File: src/rtl/hangman_pkg.sv
// Shared constants and FSM state type for the hangman guess engine.
// Letter codes: 0=A .. 25=Z; all-ones marks a blank position.
package hangman_pkg;

    localparam int LETTER_W_DEF = 5;
    localparam int LAST_LETTER  = 25;

    localparam logic [LETTER_W_DEF-1:0] BLANK = '1;

    typedef enum logic [2:0] {
        IDLE,
        ARM,
        READY,
        HELD,
        EVAL,
        WON,
        LOST
    } state_t;

endpackage

File: src/rtl/hangman_match.sv
// Combinational letter matcher: flags every word position equal to guess.
// Ports: word (packed letters), guess (letter code), match (one bit per position).
module hangman_match
    import hangman_pkg::*;
#(
    parameter int WORD_LEN = 5,
    parameter int LETTER_W = LETTER_W_DEF
) (
    input  logic [WORD_LEN*LETTER_W-1:0] word,
    input  logic [LETTER_W-1:0]          guess,
    output logic [WORD_LEN-1:0]          match
);

    localparam logic [LETTER_W-1:0] BLANK_CODE = '1;

    always_comb begin
        match = '0;
        for (int i = 0; i < WORD_LEN; i++) begin
            // Blank positions are pre-revealed and must never count as a hit.
            match[i] = (word[i*LETTER_W +: LETTER_W] == guess)
                    && (word[i*LETTER_W +: LETTER_W] != BLANK_CODE);
        end
    end

endmodule

File: src/rtl/hangman_guess_engine.sv
// Hangman game engine: latches a secret word, evaluates button-released guesses,
// tracks revealed positions, misses and win/loss.
// Ports: clk, resetn (async low), new_game, word, go, guess in;
//        revealed, misses, hit/miss/repeat strobes, won, lost, ready out.
module hangman_guess_engine
    import hangman_pkg::*;
#(
    parameter int WORD_LEN   = 5,
    parameter int LETTER_W   = LETTER_W_DEF,
    parameter int MAX_MISSES = 6
) (
    input  logic                         clk,
    input  logic                         resetn,
    input  logic                         new_game,
    input  logic [WORD_LEN*LETTER_W-1:0] word,
    input  logic                         go,
    input  logic [LETTER_W-1:0]          guess,
    output logic [WORD_LEN-1:0]          revealed,
    output logic [3:0]                   misses,
    output logic                         hit_pulse,
    output logic                         miss_pulse,
    output logic                         repeat_pulse,
    output logic                         won,
    output logic                         lost,
    output logic                         ready
);

    localparam int                  NLET       = 2**LETTER_W;
    localparam logic [LETTER_W-1:0] BLANK_CODE = '1;
    localparam logic [LETTER_W-1:0] LAST_CODE  = LETTER_W'(LAST_LETTER);
    localparam logic [3:0]          MISS_LIMIT = 4'(MAX_MISSES);

    state_t                       state;
    logic [WORD_LEN*LETTER_W-1:0] word_q;
    logic [NLET-1:0]              bitmap;
    logic [LETTER_W-1:0]          guess_q;

    logic [WORD_LEN-1:0] match;
    logic [WORD_LEN-1:0] blank_mask;
    logic [WORD_LEN-1:0] rev_next;
    logic [3:0]          miss_next;
    logic                valid;
    logic                seen;
    logic                any_hit;
    state_t              eval_next;

    hangman_match #(
        .WORD_LEN (WORD_LEN),
        .LETTER_W (LETTER_W)
    ) u_match (
        .word  (word_q),
        .guess (guess_q),
        .match (match)
    );

    // Blank positions of the incoming word start out revealed.
    always_comb begin
        blank_mask = '0;
        for (int i = 0; i < WORD_LEN; i++) begin
            blank_mask[i] = (word[i*LETTER_W +: LETTER_W] == BLANK_CODE);
        end
    end

    // Result of the guess held in guess_q; the exit decision uses the
    // post-update revealed/misses so a winning or losing guess ends the game.
    always_comb begin
        valid     = (guess_q != BLANK_CODE) && (guess_q <= LAST_CODE);
        seen      = bitmap[guess_q];
        any_hit   = |match;
        rev_next  = revealed;
        miss_next = misses;
        if (valid && !seen) begin
            if (any_hit) begin
                rev_next = revealed | match;
            end else begin
                miss_next = misses + 4'd1;
            end
        end
        if (!valid) begin
            eval_next = READY;
        end else if (&rev_next) begin
            eval_next = WON;
        end else if (miss_next == MISS_LIMIT) begin
            eval_next = LOST;
        end else begin
            eval_next = READY;
        end
    end

    always_ff @(posedge clk or negedge resetn) begin
        if (!resetn) begin
            state        <= IDLE;
            word_q       <= {WORD_LEN{BLANK_CODE}};
            bitmap       <= '0;
            guess_q      <= '0;
            revealed     <= '0;
            misses       <= '0;
            hit_pulse    <= 1'b0;
            miss_pulse   <= 1'b0;
            repeat_pulse <= 1'b0;
            won          <= 1'b0;
            lost         <= 1'b0;
            ready        <= 1'b0;
        end else begin
            hit_pulse    <= 1'b0;
            miss_pulse   <= 1'b0;
            repeat_pulse <= 1'b0;
            // new_game overrides any pending press or evaluation.
            if (new_game) begin
                state    <= ARM;
                word_q   <= word;
                bitmap   <= '0;
                revealed <= blank_mask;
                misses   <= '0;
                won      <= 1'b0;
                lost     <= 1'b0;
                ready    <= 1'b0;
            end else begin
                unique case (state)
                    IDLE: ;
                    // Wait for release so a held button never submits.
                    ARM: if (!go) begin
                        state <= READY;
                        ready <= 1'b1;
                    end
                    READY: if (go) begin
                        state <= HELD;
                        ready <= 1'b0;
                    end
                    HELD: if (!go) begin
                        guess_q <= guess;
                        state   <= EVAL;
                    end
                    EVAL: begin
                        if (valid) begin
                            bitmap[guess_q] <= 1'b1;
                            repeat_pulse    <= seen;
                            hit_pulse       <= !seen && any_hit;
                            miss_pulse      <= !seen && !any_hit;
                        end
                        revealed <= rev_next;
                        misses   <= miss_next;
                        state    <= eval_next;
                        ready    <= (eval_next == READY);
                        won      <= (eval_next == WON);
                        lost     <= (eval_next == LOST);
                    end
                    WON, LOST: ;
                    default: state <= IDLE;
                endcase
            end
        end
    end

endmodule
File: config.mk
export PLATFORM = sky130hd
export DESIGN_NAME = hangman_guess_engine
export DESIGN_NICKNAME = d
export VERILOG_FILES = /design/src/rtl/hangman_pkg.sv /design/src/rtl/hangman_match.sv /design/src/rtl/hangman_guess_engine.sv
export SDC_FILE = /design/constraint.sdc
export NUM_CORES = 1
export LEC_CHECK = 0
export BUFFER_PORTS_ARGS = -buffer_cell sky130_fd_sc_hd__buf_2
export CORE_MARGIN = 2
export CORE_UTILIZATION = 25
export DETAILED_ROUTE_END_ITERATION = 12
export GPL_TIMING_DRIVEN = 1
export PLACE_DENSITY_LB_ADDON = 0.2
export SETUP_SLACK_MARGIN = 0.5
export SYNTH_ARGS = -nofsm -noshare
export SYNTH_HDL_FRONTEND = slang
export SYNTH_SLANG_ARGS = --single-unit
File: constraint.sdc
create_clock -name clk -period 6.6 [get_ports clk]
set_input_delay 1.32 -clock clk [delete_from_list [all_inputs] [get_ports clk]]
set_output_delay 1.32 -clock clk [all_outputs]
set_load 0.01 [all_outputs]
==> results.cfg <==
[power]
switching_share = 0.305
power_switching_uw = 408
power_frac_comb = 0.175
p_per_area_nw_per_um2 = 286
leakagePower_uw = 0.00197
clockPowerShare = 0.346
seqPwrFrac = 0.479
report.power.total_uw = 1340
irDropWorstVdd_mv = 0.142
p_int_uw = 929

[clocking]
clock_insertion_delay_worst_skew_ns = 0.34
numCtsBuffers = 9
postCtsResizedCells = 0
clock_sinks = 80
clk_transition_reported_paths_ns = 0.06
cts_tree = done
ctsRootBufferMaster = clkbuf_16
cts_max_level = 3
cts_hold_buffers = 0
postCtsSetupBuffers = 0
max-clock-path-buffers = 2

[detailed_routing]
wl_um = 9820
drtIter0Drc = 184
routedWlPerCell_um = 15.8
drt_pre_antenna_iters = 4
ant_nets = 0
via_count = 2874
drcViolationCount = 0
vias_per_cell = 4.62

[grt]
grt_use_total = 0.123
grt_pass1_vias = 2961
grt_pass1_wl_um = 15800
grt_max_degree = 81
antenna_found_initial = 0
grt.overflow.total = 0

[job]
maxCapViolations = 0

[timing]
setup_viol = 0
finalSetupTns_ns = 0
finalHoldViolCount = 0
post-route-period-util = 0.481
min_period_ns = 3.17
finClkSkew_ns = 0.00487
fmax_mhz = 315
slew_violations = 0
slew_headroom = 0.223
rsz0062_at_grt = no
tightest_slew_ns = 1.16

[floorplan]
design.die.area_um2 = 17000
die_height_um = 130
num_rows = 46
num_io_pins = 49
die_w_um = 130
start_util = 0.254
coreArea_um2 = 15700

[setup_path]
crit_fanout = 22
r2r-end = ready
critPathLaunchType = register
r2r_cells = 7
r2r-start = guess_q[0]
arrival_ns = 3.40
crit_path_end_kind = register
cp.required_ns = 6.83
criticalPathCategory = reg2reg
r2r_setup_slack_ns = 3.43

[status]
status = completed

[synthesis]
synth_edf_count = 0
synth.most_common_cell = dfrtp_1
syn_avg_cell_area_um2 = 11.0
synth_common_cells = dfrtp_1 (55), nor2_1 (50), a21oi_1 (38)
async_flop_share = 1.00
synth.top_cell.area_share = 0.345
ys_seq_area_frac = 0.510
synth_largest_area_cell = dfrtp_1
synth_cell_types = 54
yosys_warnings = 0
synth.area.top_cells = dfrtp_1 (35%), dfstp_2 (16%), mux2_2 (8.8%), a21oi_1 (4.8%), nor2_1 (4.7%)
syn-cell-area_um2 = 3980
ys_ff_latch = 80
synth_cells = 361
synthFlopType = dfrtp_1
synth_nets = 396

[layout]
multi_input_area_um2 = 1840
fillers = 1635
drive_above_1_share = 0.330
synthToLayoutAreaGrowth_pct = 17.4
utilization = 0.298
finalNetCount = 436
antennaDiodeCount = 0
regArea_um2 = 2030

[hold_path]
worstHoldStart = bitmap[25]
holdPathStages = 2
hold_end = bitmap[25]
hp-class = reg2reg

[placement]
gp_congestion = 0.760
portBuffers = 48
dp_hpwl_um = 6540
==> power by group through the flow <==
| stage | registers, uW | logic, uW | clock network, uW |
|---|---|---|---|
| 2_1_floorplan | 560 | 249 | 0 |
| 3_3_place_gp | 650 | 232 | 0 |
| 3_5_place_dp | 651 | 234 | 0 |
| 4_1_cts | 642 | 235 | 479 |
| 5_1_grt | 650 | 259 | 500 |
| 6_report | 641 | 233 | 463 |
==> cells in the final DEF (no fill, tap or decap), types with 2 or more instances in the layout <==
cell type,n
o21ai_0,10
a31oi_1,6
nor2b_1,7
a31o_2,2
clkbuf_16,9
clkbuf_1,5
inv_1,4
nor3_1,4
buf_2,47
buf_4,2
xor2_1,4
mux2_2,31
nand2_1,9
xnor2_1,19
and2_1,5
and3b_1,2
dfstp_2,25
nand4_1,11
and3_1,5
nor3b_1,6
dfrtp_1,55
a21oi_1,38
clkbuf_8,2
o22ai_1,3
nand2b_1,2
a41o_1,2
mux4_2,6
nor2_1,50
or2_2,3
nand3_1,8
==> worst max-delay path, cell delays in order, from the launching register on <==
cell	delay, ns
dfrtp_1	0.91
mux4_2	0.60
a22o_1	0.28
a221oi_4	0.31
a31oi_1	0.20
nor4_4	0.37
a31oi_1	0.13
a31o_2	0.26
==> logic make-up after synthesis <==
kind of cell | after synthesis | share of synthesized area
compound gates | 72 | 0.113
xor+xnor | 23 | 0.0506
fa+ha+maj | 1 | 0.00314
buf+inv | 24 | 0.0283
flops | 80 | 0.510
mux | 39 | 0.131
simple gates | 122 | 0.164
==> routing by layer <==
layer  GRT usage  vias to the layer above  wire length, um
li1            -                     1379                -
met2       0.183                       56             4430
met3      0.0254                       15              448
met1       0.170                     1424             4740
met4      0.0588                        0              204
met5           0                        -                0
==> metrics by stage <==
stage                     hold WS, ns  setup slack (ns)  cell area, um^2  std cells
after floorplan                 0.454              4.19             3980        361
after global placement          0.473              3.52             4410        606
after detailed placement        0.485              3.43             4410        606
after CTS                       0.498              3.41             4680        622
after global routing            0.521              3.21             4680        622
final                           0.488              3.43             4680        622
==> worst max-delay path by stage <==
stage / start / endpoint / slack, ns / cells after the start
3_5_place_dp: guess_q[0] / state[0] / 3.43 / 7
2_1_floorplan: guess_q[0] / ready / 4.19 / 7
5_1_grt: guess_q[0] / state[2] / 3.21 / 7
3_3_place_gp: guess_q[0] / ready / 3.52 / 7
4_1_cts: guess_q[0] / state[0] / 3.41 / 7
6_report: guess_q[0] / ready / 3.43 / 7
==> area by class of cell <==
cell class | instances | area share
sequential | 80 | 0.435
multi-input combinational | 257 | 0.393
clock buffer | 16 | 0.0580
tap | 216 | 0.0578
timing repair buffer | 49 | 0.0535
inverter | 4 | 0.00321
==> registers in the layout, summed over array words and instances, names as in the netlist, 3 cells and up <==
register / cells
bitmap: 32
guess_q: 5
misses: 4
revealed: 5
state: 3
word_q: 25
Power figures use the tool's default switching activity.
